<file path="src/rtl/cordic_pkg.sv">
// Shared encodings and constants for the sequential CORDIC iteration engine.
package cordic_pkg;

    // Coordinate system select (m = +1 circular, 0 linear, -1 hyperbolic)
    typedef enum logic [1:0] {
        COORD_LIN     = 2'b00,
        COORD_CIRC    = 2'b01,
        COORD_ILLEGAL = 2'b10,
        COORD_HYP     = 2'b11
    } coord_sys_t;

    // Rotation drives z toward zero, vectoring drives y toward zero
    typedef enum logic {
        MODE_ROT = 1'b0,
        MODE_VEC = 1'b1
    } cordic_mode_t;

    typedef enum logic [1:0] {
        ST_IDLE = 2'b00,
        ST_ITER = 2'b01,
        ST_DONE = 2'b10
    } state_t;

    localparam int COUNT_W = 6;

    // Hyperbolic iterations that must be issued twice for convergence
    localparam logic [COUNT_W-1:0] HYP_REPEAT_A = 6'd4;
    localparam logic [COUNT_W-1:0] HYP_REPEAT_B = 6'd13;

    function automatic logic is_hyp_repeat(input logic [COUNT_W-1:0] idx);
        return (idx == HYP_REPEAT_A) || (idx == HYP_REPEAT_B);
    endfunction

endpackage

</file>
<file path="src/rtl/cordic_iter_ctrl.sv">
// Control for the CORDIC engine: FSM, iteration index schedule, hyperbolic
// repeat handling and the busy/done/error status flags.
module cordic_iter_ctrl
    import cordic_pkg::*;
#(
    parameter int NUM_ITER = 14
) (
    input  logic               clk,
    input  logic               rst,
    input  logic               start,
    input  logic [1:0]         coord_sys,
    output logic [COUNT_W-1:0] count,
    output logic [1:0]         coord_lat,
    output logic               busy,
    output logic               done,
    output logic               error,
    output logic               load,
    output logic               step,
    output logic               last
);

    localparam logic [COUNT_W-1:0] LAST_IDX = COUNT_W'(NUM_ITER);

    state_t state;
    logic   rep_taken;
    logic   repeat_now;

    // Decode the current schedule position for the datapath
    always_comb begin
        repeat_now = (coord_lat == COORD_HYP) && is_hyp_repeat(count) && !rep_taken;
        load       = (state == ST_IDLE) && start && (coord_sys != COORD_ILLEGAL);
        step       = (state == ST_ITER);
        last       = step && !repeat_now && (count == LAST_IDX);
    end

    // FSM with registered index counter and status outputs
    always_ff @(posedge clk) begin
        if (rst) begin
            state     <= ST_IDLE;
            count     <= '0;
            coord_lat <= '0;
            busy      <= 1'b0;
            done      <= 1'b0;
            error     <= 1'b0;
            rep_taken <= 1'b0;
        end else begin
            case (state)
                ST_IDLE: begin
                    done <= 1'b0;
                    if (start) begin
                        coord_lat <= coord_sys;
                        busy      <= 1'b1;
                        rep_taken <= 1'b0;
                        if (coord_sys == COORD_ILLEGAL) begin
                            // No iterations: report the error with the done pulse
                            state <= ST_DONE;
                            done  <= 1'b1;
                            error <= 1'b1;
                            count <= '0;
                        end else begin
                            state <= ST_ITER;
                            error <= 1'b0;
                            // Hyperbolic has no i=0 term (atanh(1) diverges)
                            count <= (coord_sys == COORD_HYP) ? COUNT_W'(1) : '0;
                        end
                    end
                end
                ST_ITER: begin
                    if (repeat_now) begin
                        rep_taken <= 1'b1;
                    end else begin
                        rep_taken <= 1'b0;
                        if (count == LAST_IDX) begin
                            state <= ST_DONE;
                            done  <= 1'b1;
                            count <= '0;
                        end else begin
                            count <= count + COUNT_W'(1);
                        end
                    end
                end
                ST_DONE: begin
                    state <= ST_IDLE;
                    done  <= 1'b0;
                    busy  <= 1'b0;
                end
                default: begin
                    state <= ST_IDLE;
                    done  <= 1'b0;
                    busy  <= 1'b0;
                    count <= '0;
                end
            endcase
        end
    end

endmodule

</file>
<file path="src/rtl/cordic_iter_engine.sv">
// Sequential CORDIC engine: one micro-rotation per clock on x/y/z using the
// elementary angle supplied by an external LUT for the current index.
module cordic_iter_engine
    import cordic_pkg::*;
#(
    parameter int WHOLE_BIT_WIDTH = 2,
    parameter int BIT_WIDTH       = 16,
    parameter int NUM_ITER        = 14
) (
    input  logic                        clk_in,
    input  logic                        rst_in,
    input  logic                        start_in,
    input  logic [1:0]                  coordinate_system_in,
    input  logic                        mode_in,
    input  logic signed [BIT_WIDTH-1:0] x_in,
    input  logic signed [BIT_WIDTH-1:0] y_in,
    input  logic signed [BIT_WIDTH-1:0] z_in,
    input  logic signed [BIT_WIDTH-1:0] di_ei_in,
    output logic [COUNT_W-1:0]          count_out,
    output logic [1:0]                  coordinate_system_out,
    output logic                        busy_out,
    output logic                        done_out,
    output logic                        error_out,
    output logic signed [BIT_WIDTH-1:0] x_out,
    output logic signed [BIT_WIDTH-1:0] y_out,
    output logic signed [BIT_WIDTH-1:0] z_out
);

    // Reject parameter sets the fixed-point format or the 6-bit index cannot hold
    if (WHOLE_BIT_WIDTH < 1 || WHOLE_BIT_WIDTH >= BIT_WIDTH ||
        NUM_ITER < 1 || NUM_ITER > 62) begin : g_param_check
        $error("cordic_iter_engine: unsupported parameter combination");
    end

    logic         load;
    logic         step;
    logic         last;
    cordic_mode_t mode_r;

    logic signed [BIT_WIDTH-1:0] x_r, y_r, z_r;
    logic signed [BIT_WIDTH-1:0] x_sh, y_sh;
    logic signed [BIT_WIDTH-1:0] x_next, y_next, z_next;
    logic                        sigma_pos;

    // Modular add/subtract: results wrap at BIT_WIDTH, no saturation
    function automatic logic signed [BIT_WIDTH-1:0] add_sub(
        input logic signed [BIT_WIDTH-1:0] a,
        input logic signed [BIT_WIDTH-1:0] b,
        input logic                        sub
    );
        return sub ? (a - b) : (a + b);
    endfunction

    cordic_iter_ctrl #(
        .NUM_ITER (NUM_ITER)
    ) u_ctrl (
        .clk       (clk_in),
        .rst       (rst_in),
        .start     (start_in),
        .coord_sys (coordinate_system_in),
        .count     (count_out),
        .coord_lat (coordinate_system_out),
        .busy      (busy_out),
        .done      (done_out),
        .error     (error_out),
        .load      (load),
        .step      (step),
        .last      (last)
    );

    // One micro-rotation: direction from z (rotation) or y (vectoring)
    always_comb begin
        sigma_pos = (mode_r == MODE_ROT) ? ~z_r[BIT_WIDTH-1] : y_r[BIT_WIDTH-1];
        // Shift amounts past the word width leave pure sign fill
        x_sh = x_r >>> count_out;
        y_sh = y_r >>> count_out;
        case (coord_sys_t'(coordinate_system_out))
            COORD_CIRC: x_next = add_sub(x_r, y_sh, sigma_pos);
            COORD_HYP:  x_next = add_sub(x_r, y_sh, ~sigma_pos);
            default:    x_next = x_r;
        endcase
        y_next = add_sub(y_r, x_sh, ~sigma_pos);
        z_next = add_sub(z_r, di_ei_in, sigma_pos);
    end

    // Working registers and result registers
    always_ff @(posedge clk_in) begin
        if (rst_in) begin
            x_r    <= '0;
            y_r    <= '0;
            z_r    <= '0;
            mode_r <= MODE_ROT;
            x_out  <= '0;
            y_out  <= '0;
            z_out  <= '0;
        end else if (load) begin
            x_r    <= x_in;
            y_r    <= y_in;
            z_r    <= z_in;
            mode_r <= cordic_mode_t'(mode_in);
        end else if (step) begin
            x_r <= x_next;
            y_r <= y_next;
            z_r <= z_next;
            // Results appear together with done and stay until the next run ends
            if (last) begin
                x_out <= x_next;
                y_out <= y_next;
                z_out <= z_next;
            end
        end
    end

endmodule

</file>
<file path="config.mk">
export PLATFORM = sky130hd
export DESIGN_NAME = cordic_iter_engine
export DESIGN_NICKNAME = d
export VERILOG_FILES = /design/src/rtl/cordic_pkg.sv /design/src/rtl/cordic_iter_ctrl.sv /design/src/rtl/cordic_iter_engine.sv
export SDC_FILE = /design/constraint.sdc
export NUM_CORES = 1
export LEC_CHECK = 0
export CORE_ASPECT_RATIO = 1.2
export CORE_MARGIN = 2
export CORE_UTILIZATION = 45
export CTS_BUF_LIST = sky130_fd_sc_hd__clkbuf_4 sky130_fd_sc_hd__clkbuf_8
export CTS_CLUSTER_DIAMETER = 60
export CTS_CLUSTER_SIZE = 10
export DETAILED_ROUTE_END_ITERATION = 7
export GPL_TIMING_DRIVEN = 0
export MAX_ROUTING_LAYER = met4
export PLACE_DENSITY = 0.7
export SLEW_MARGIN = 20
export SYNTH_ARGS = -nofsm -noshare
export SYNTH_HDL_FRONTEND = slang
export SYNTH_SLANG_ARGS = --single-unit
export TNS_END_PERCENT = 5
</file>
<file path="constraint.sdc">
create_clock -name clk_in -period 9.4 [get_ports clk_in]
set_input_delay 1.88 -clock clk_in [delete_from_list [all_inputs] [get_ports clk_in]]
set_output_delay 1.88 -clock clk_in [all_outputs]
set_load 0.01 [all_outputs]
</file>
### Word-level counts from Yosys, hierarchy flattened

Cells that the tools add are included.

| operators by class | value |
|---|---|
| $add $sub $neg | 7 |
| eq/ne operators | 13 |
| shift-type cells | 2 |
| multiplexer cells | 33 |
| bitwise operators | 4 |
| reductions and logical operators | 19 |

Operators with widths:

| operator | number |
|---|---|
| two-way mux 16 bit | 10 |
| adder 16 bit | 3 |
| subtractor 16 bit | 3 |
| one-hot mux 16 bit (2 select lines) | 1 |
| >>> shifter 16 x 6 -> 16 bit | 2 |
| two-way mux 6 bit | 4 |
| one-hot mux 6 bit (3 select lines) | 1 |
| == test 6 x 4 -> 1 bit (second input constant) | 2 |
| two-way mux 1 bit | 9 |
| AND reduction 3 bit | 3 |
| == test 2 bit (second input constant) | 4 |
| two-way mux 2 bit | 4 |
| AND reduction 2 bit | 4 |
| adder 6 x 1 -> 6 bit (second input constant) | 1 |
| == test 6 x 3 -> 1 bit (second input constant) | 1 |
| logical AND 1 bit | 6 |
| inequality test 2 bit (second input constant) | 3 |
| one-hot mux 1 bit (2 select lines) | 3 |
| == test 2 x 1 -> 1 bit (second input constant) | 2 |
| NOT 1 bit | 4 |
| one-hot mux 2 bit (2 select lines) | 1 |
| nonzero test 2 bit | 2 |
| zero test 1 bit | 2 |
| zero test 2 bit | 1 |
| 2 further kinds | 2 |

| word-level totals | value |
|---|---|
| flip-flop bits (word level) | 111 |
| input bits | 70 |
| output and inout bits | 59 |

### Longest topological paths before layout

| logic depth | value |
|---|---|
| depth after elaboration | 8 |
| depth in mapped cells | 23 |
| gate-level depth less buffers | 20 |

### Cells and area by module

From an unflattened synthesis, not the netlist that was laid out.

| unflattened totals | value |
|---|---|
| cells, all modules | 1377 |
| area, all modules | 10143.5 um^2 |

Modules (own cells, without submodules):

| module | instances | cells an instance | area each (um^2) | seq. area each (um^2) |
|---|---|---|---|---|
| cordic_iter_engine | 1 | 1283 | 9382.7 | 1941.9 |
| cordic_iter_ctrl | 1 | 94 | 760.7 | 280.3 |

### Least setup slack after synthesis

No wires, ideal clock.

| timing path | value |
|---|---|
| kind | input-to-reg |
| start | in di_ei_in[5] |
| end | reg z_out[15] |
| setup time | 0.086 ns |
| arrival time | 5.044 ns |
| path slack | 4.271 ns |
| stages on the path | 12 |
| cell sequence | or3_1 or3b_2 or2_2 o21ai_0 xor2_1 ha_1 or3_1 o211a_1 o31a_1 o41ai_1 xor2_1 a211oi_1 |

| on the way | value |
|---|---|
| word-level cells in the longest chain between the ends | 2 |
| elaborated cells between the ends (all ways) | 3 |

RTL lines:

| element | line | source |
|---|---|---|
| from (decl) | cordic_iter_engine.sv:18 | `input logic signed [BIT_WIDTH-1:0] di_ei_in,` |
| adder 16 bit or subtractor 16 bit (tied branches) | cordic_iter_engine.sv:51 | `return sub ? (a - b) : (a + b);` |
| two-way mux 16 bit * | cordic_iter_engine.sv:51 |  |
| to (signal assigned) | cordic_iter_engine.sv:109 | `z_out <= z_next;` |
| to (decl) | cordic_iter_engine.sv:26 | `output logic signed [BIT_WIDTH-1:0] z_out` |

Every way passes the cells marked *; elsewhere a longest branch is shown, timed or not.
A chain may end at the register's enable or synchronous reset.

### Worst setup path after layout

| timing path | value |
|---|---|
| start | reg u_ctrl.count[0] |
| end | reg x_out[15] |

| on the way | value |
|---|---|
| word-level cells in the longest chain between the ends | 8 |
| elaborated cells between the ends (all ways) | 16 |

RTL lines:

| element | line | source |
|---|---|---|
| from (decl) | cordic_iter_ctrl.sv:12 | `output logic [COUNT_W-1:0] count,` |
| from (signal assigned) | cordic_iter_ctrl.sv:64 | `count <= (coord_sys == COORD_HYP) ? COUNT_W'(1) : '0;` |
| from (signal assigned) | cordic_iter_ctrl.sv:78 | `count <= count + COUNT_W'(1);` |
| parallel branches: the longest is 8 deep, another holds subtractor 16 bit | -- |  |
| to (signal assigned) | cordic_iter_engine.sv:107 | `x_out <= x_next;` |
| to (decl) | cordic_iter_engine.sv:24 | `output logic signed [BIT_WIDTH-1:0] x_out,` |

Several ways; the timed one is not identified.

==> metrics.yaml <==
status: "completed"
timing.critical_path.buf_inv: 4
wl_met1_um: 14900
first_pass_iters: 7
synth_top_area_cell: "dfxtp_1"
drc: 0
slew_viol_final: 0
synth_fp_nets: 1417
timing.fmax_mhz: 164
grt_overflow: 0
synthMuxAreaShare_pct: 8.04
synth_seq_cells: 111
cpPeakStageDelay_ns: 0.74
clockBufferDepth: 2
via_count: 10264
synth_cells: 1273
p_per_area_mw_per_mm2: 158
hold_viol: 0
hp-class: "flip-flop to flip-flop"
p_leak_nw: 4.45
crit_start: "u_ctrl.count[0]"
viasPerCell: 6.08
antenna_cells: 0
crit_family: "compound AO/OA/AOI/OAI gates"
setup_viol: 0
row_count: 58
yosys.area_share.xor_xnor_pct: 6.62
cts.sinks: 111
critPathMaxFanout: 10
rrSetupSlack_ns: 3.29
slew_headroom_pct: 29.3
cts_tree: "yes"
htree_levels: 3
cts_hold_buf: 0
io_pins: 129
netlist.area_leader.share_pct: 23.0
r2r-start: "u_ctrl.count[0]"
crit_path_cell_trace: "buf_6, buf_6, buf_2, buf_1, mux2_2, o21ai_0, nor2_1, nor2_1, nor2_1, a211oi_1, a21oi_1, o21ai_0, ha_1, nand2b_1, o311ai_0, a21oi_1, o21ai_1, o41ai_1, a21o_1, a21boi_0, or4_1, and3_1"
core_area_mm2: 0.0210
yosysSeqAreaShare_pct: 23.0
routabilityCongestion: 0.988
critPathKind: "flip-flop to flip-flop"
synth-compound-area-share_pct: 26.8
yosysUniqueCellTypes: 85
fin_tns_setup_ns: 0
ir_drop_v: 0.000101
highest_layer: "met4"
skew_ns: 0.0229
synth_area_mm2: 0.00966
r2r_cells: 22
synthTopCellsByArea: "dfxtp_1, ha_1, a21oi_1, nand2_1, nor2_1"
dp_cells: 1671
period_share_pct: 65.0
die_y_um: 165
avgSynthCellArea_um2: 7.59
synth_edf_count: 0
drtIter0Drc: 938
ys.warnings.count: 0
tightest_slew_ns: 1.06
clock_latency_ns: 0.42
hp-start: "y_out[4]"
grt.total_usage_pct: 32.5
antenna_found_initial: 0
wl_met3_um: 2490
io_buffers: 128
crit_slowest_cell: "o41ai_1"
hold_ws_ns: 0.463
synth_common_cells: "nand2_1, a21oi_1, nor2_1"
routedWlPerCell_um: 21.2
hpwl_um: 28200
final_util_pct: 54.6
maxCapViolations: 0
first_global_vias: 9646
r2r-end: "x_out[15]"
crit_arrival_ns: 6.43
routed_wl_um: 35800
cts_repair_resize_count: 0
fp.dieW_um: 138
period_minus_slack_ns: 6.11
end_kind: "flip-flop"
hold_depth: 2
total_power_mw: 1.82
path_clk_slew_ns: 0.13
ys_async_sr_fraction_pct: 0
post_cts_buffers: 0
required_ns: 9.72
startpoint_type: "flip-flop"
synth-simple-area-share_pct: 20.4
numCtsBuffers: 9
drive_gt1_share_pct: 5.58
syn2layout_area_growth_pct: 18.9
nets: 1556
start_util_pct: 45.9
fin_cells: 1687
grt_setup_unrepaired: "no"
wl_met2_um: 17300
crit_path_frequent_cell: "nor2_1"
synth_fa_ha_area_share_pct: 9.89
hold_path_end: "y_out[4]"
grt_pass1_wl_um: 54400
synthFlopType: "dfxtp_1"
synth_top_family_by_area: "compound AO/OA/AOI/OAI gates"
cts_root_buf: "clkbuf_8"
yosysMostFrequentCell: "nand2_1"
final_antenna_net_count: 0
dieArea_mm2: 0.0227
grt_start_max_net_pins: 23
==> flip-flops by register name, indices dropped and copies added, names as in the netlist, 6 cells and up <==
signal        flops
y_r              16
x_r              16
u_ctrl.count      6
y_out            16
z_out            16
z_r              16
x_out            16
==> worst max-delay path by stage <==
stage	end	slack, ns	cells after the start
3_5_place_dp	z_out[15]	3.00	15
4_1_cts	x_out[15]	3.38	20
2_1_floorplan	z_out[15]	4.27	12
3_3_place_gp	z_out[15]	3.08	15
5_1_grt	x_out[15]	2.92	20
6_report	x_out[15]	3.29	22
==> placed cells by master, fill, tap and decap left out, types with 9 or more instances in the layout <==
cell type / n
clkbuf_8: 9
o22ai_1: 11
dfxtp_1: 111
clkbuf_1: 64
xor2_1: 24
nor3_1: 32
nand3_1: 17
inv_1: 41
nand2_1: 156
mux4_2: 9
mux2i_1: 36
a211oi_1: 13
xnor2_1: 49
a21oi_1: 136
buf_1: 9
ha_1: 70
o211ai_1: 16
nand2b_1: 12
nor2b_1: 12
mux2_2: 19
a21o_1: 18
a22oi_1: 40
clkdlybuf4s50_1: 128
nor2_1: 133
o21ai_0: 58
o31ai_1: 12
o21a_1: 13
==> worst reg2reg max path: stages (launching register included) <==
cell	delay (ns)
dfxtp_1	0.53
buf_6	0.22
buf_6	0.17
buf_2	0.26
buf_1	0.45
mux2_2	0.41
o21ai_0	0.23
nor2_1	0.07
nor2_1	0.13
nor2_1	0.06
a211oi_1	0.24
a21oi_1	0.10
o21ai_0	0.32
ha_1	0.37
nand2b_1	0.10
o311ai_0	0.22
a21oi_1	0.25
o21ai_1	0.14
o41ai_1	0.74
a21o_1	0.22
a21boi_0	0.14
or4_1	0.49
and3_1	0.16
==> metal layers <==
metal	vias to the layer above	track usage, %
met5	-	-
met4	0	11.3
met3	59	5.10
met2	431	53.6
met1	4890	40.3
li1	4884	-
==> area by class of cell <==
cell class,count,area (um^2)
Clock buffer,9,124
Timing Repair Buffer,128,1280
Inverter,42,158
Sequential cell,111,2220
Buffer,83,345
Tap cell,270,338
Fill cell,2094,9560
Multi-Input combinational cell,1037,6940
Clock inverter,7,81.3
==> power breakdown <==
part           internal [mW]  total (mW)  switching, mW
combinational          0.389       0.949          0.560
clock                  0.108       0.326          0.218
sequential             0.500       0.543         0.0427
==> cells by family after synthesis <==
group | after synthesis
mux | 64
compound gates | 395
fa+ha+maj | 74
buf+inv | 125
simple gates | 431
flops | 111
xor+xnor | 73
==> through the flow <==
stage          instance area (um^2)  setup slack [ns]
2_1_floorplan                  9660              4.27
3_3_place_gp                  11300              3.08
3_5_place_dp                  11300              3.00
4_1_cts                       11500              3.38
5_1_grt                       11500              2.92
6_report                      11500              3.29
(Power assumes the default switching activity.)
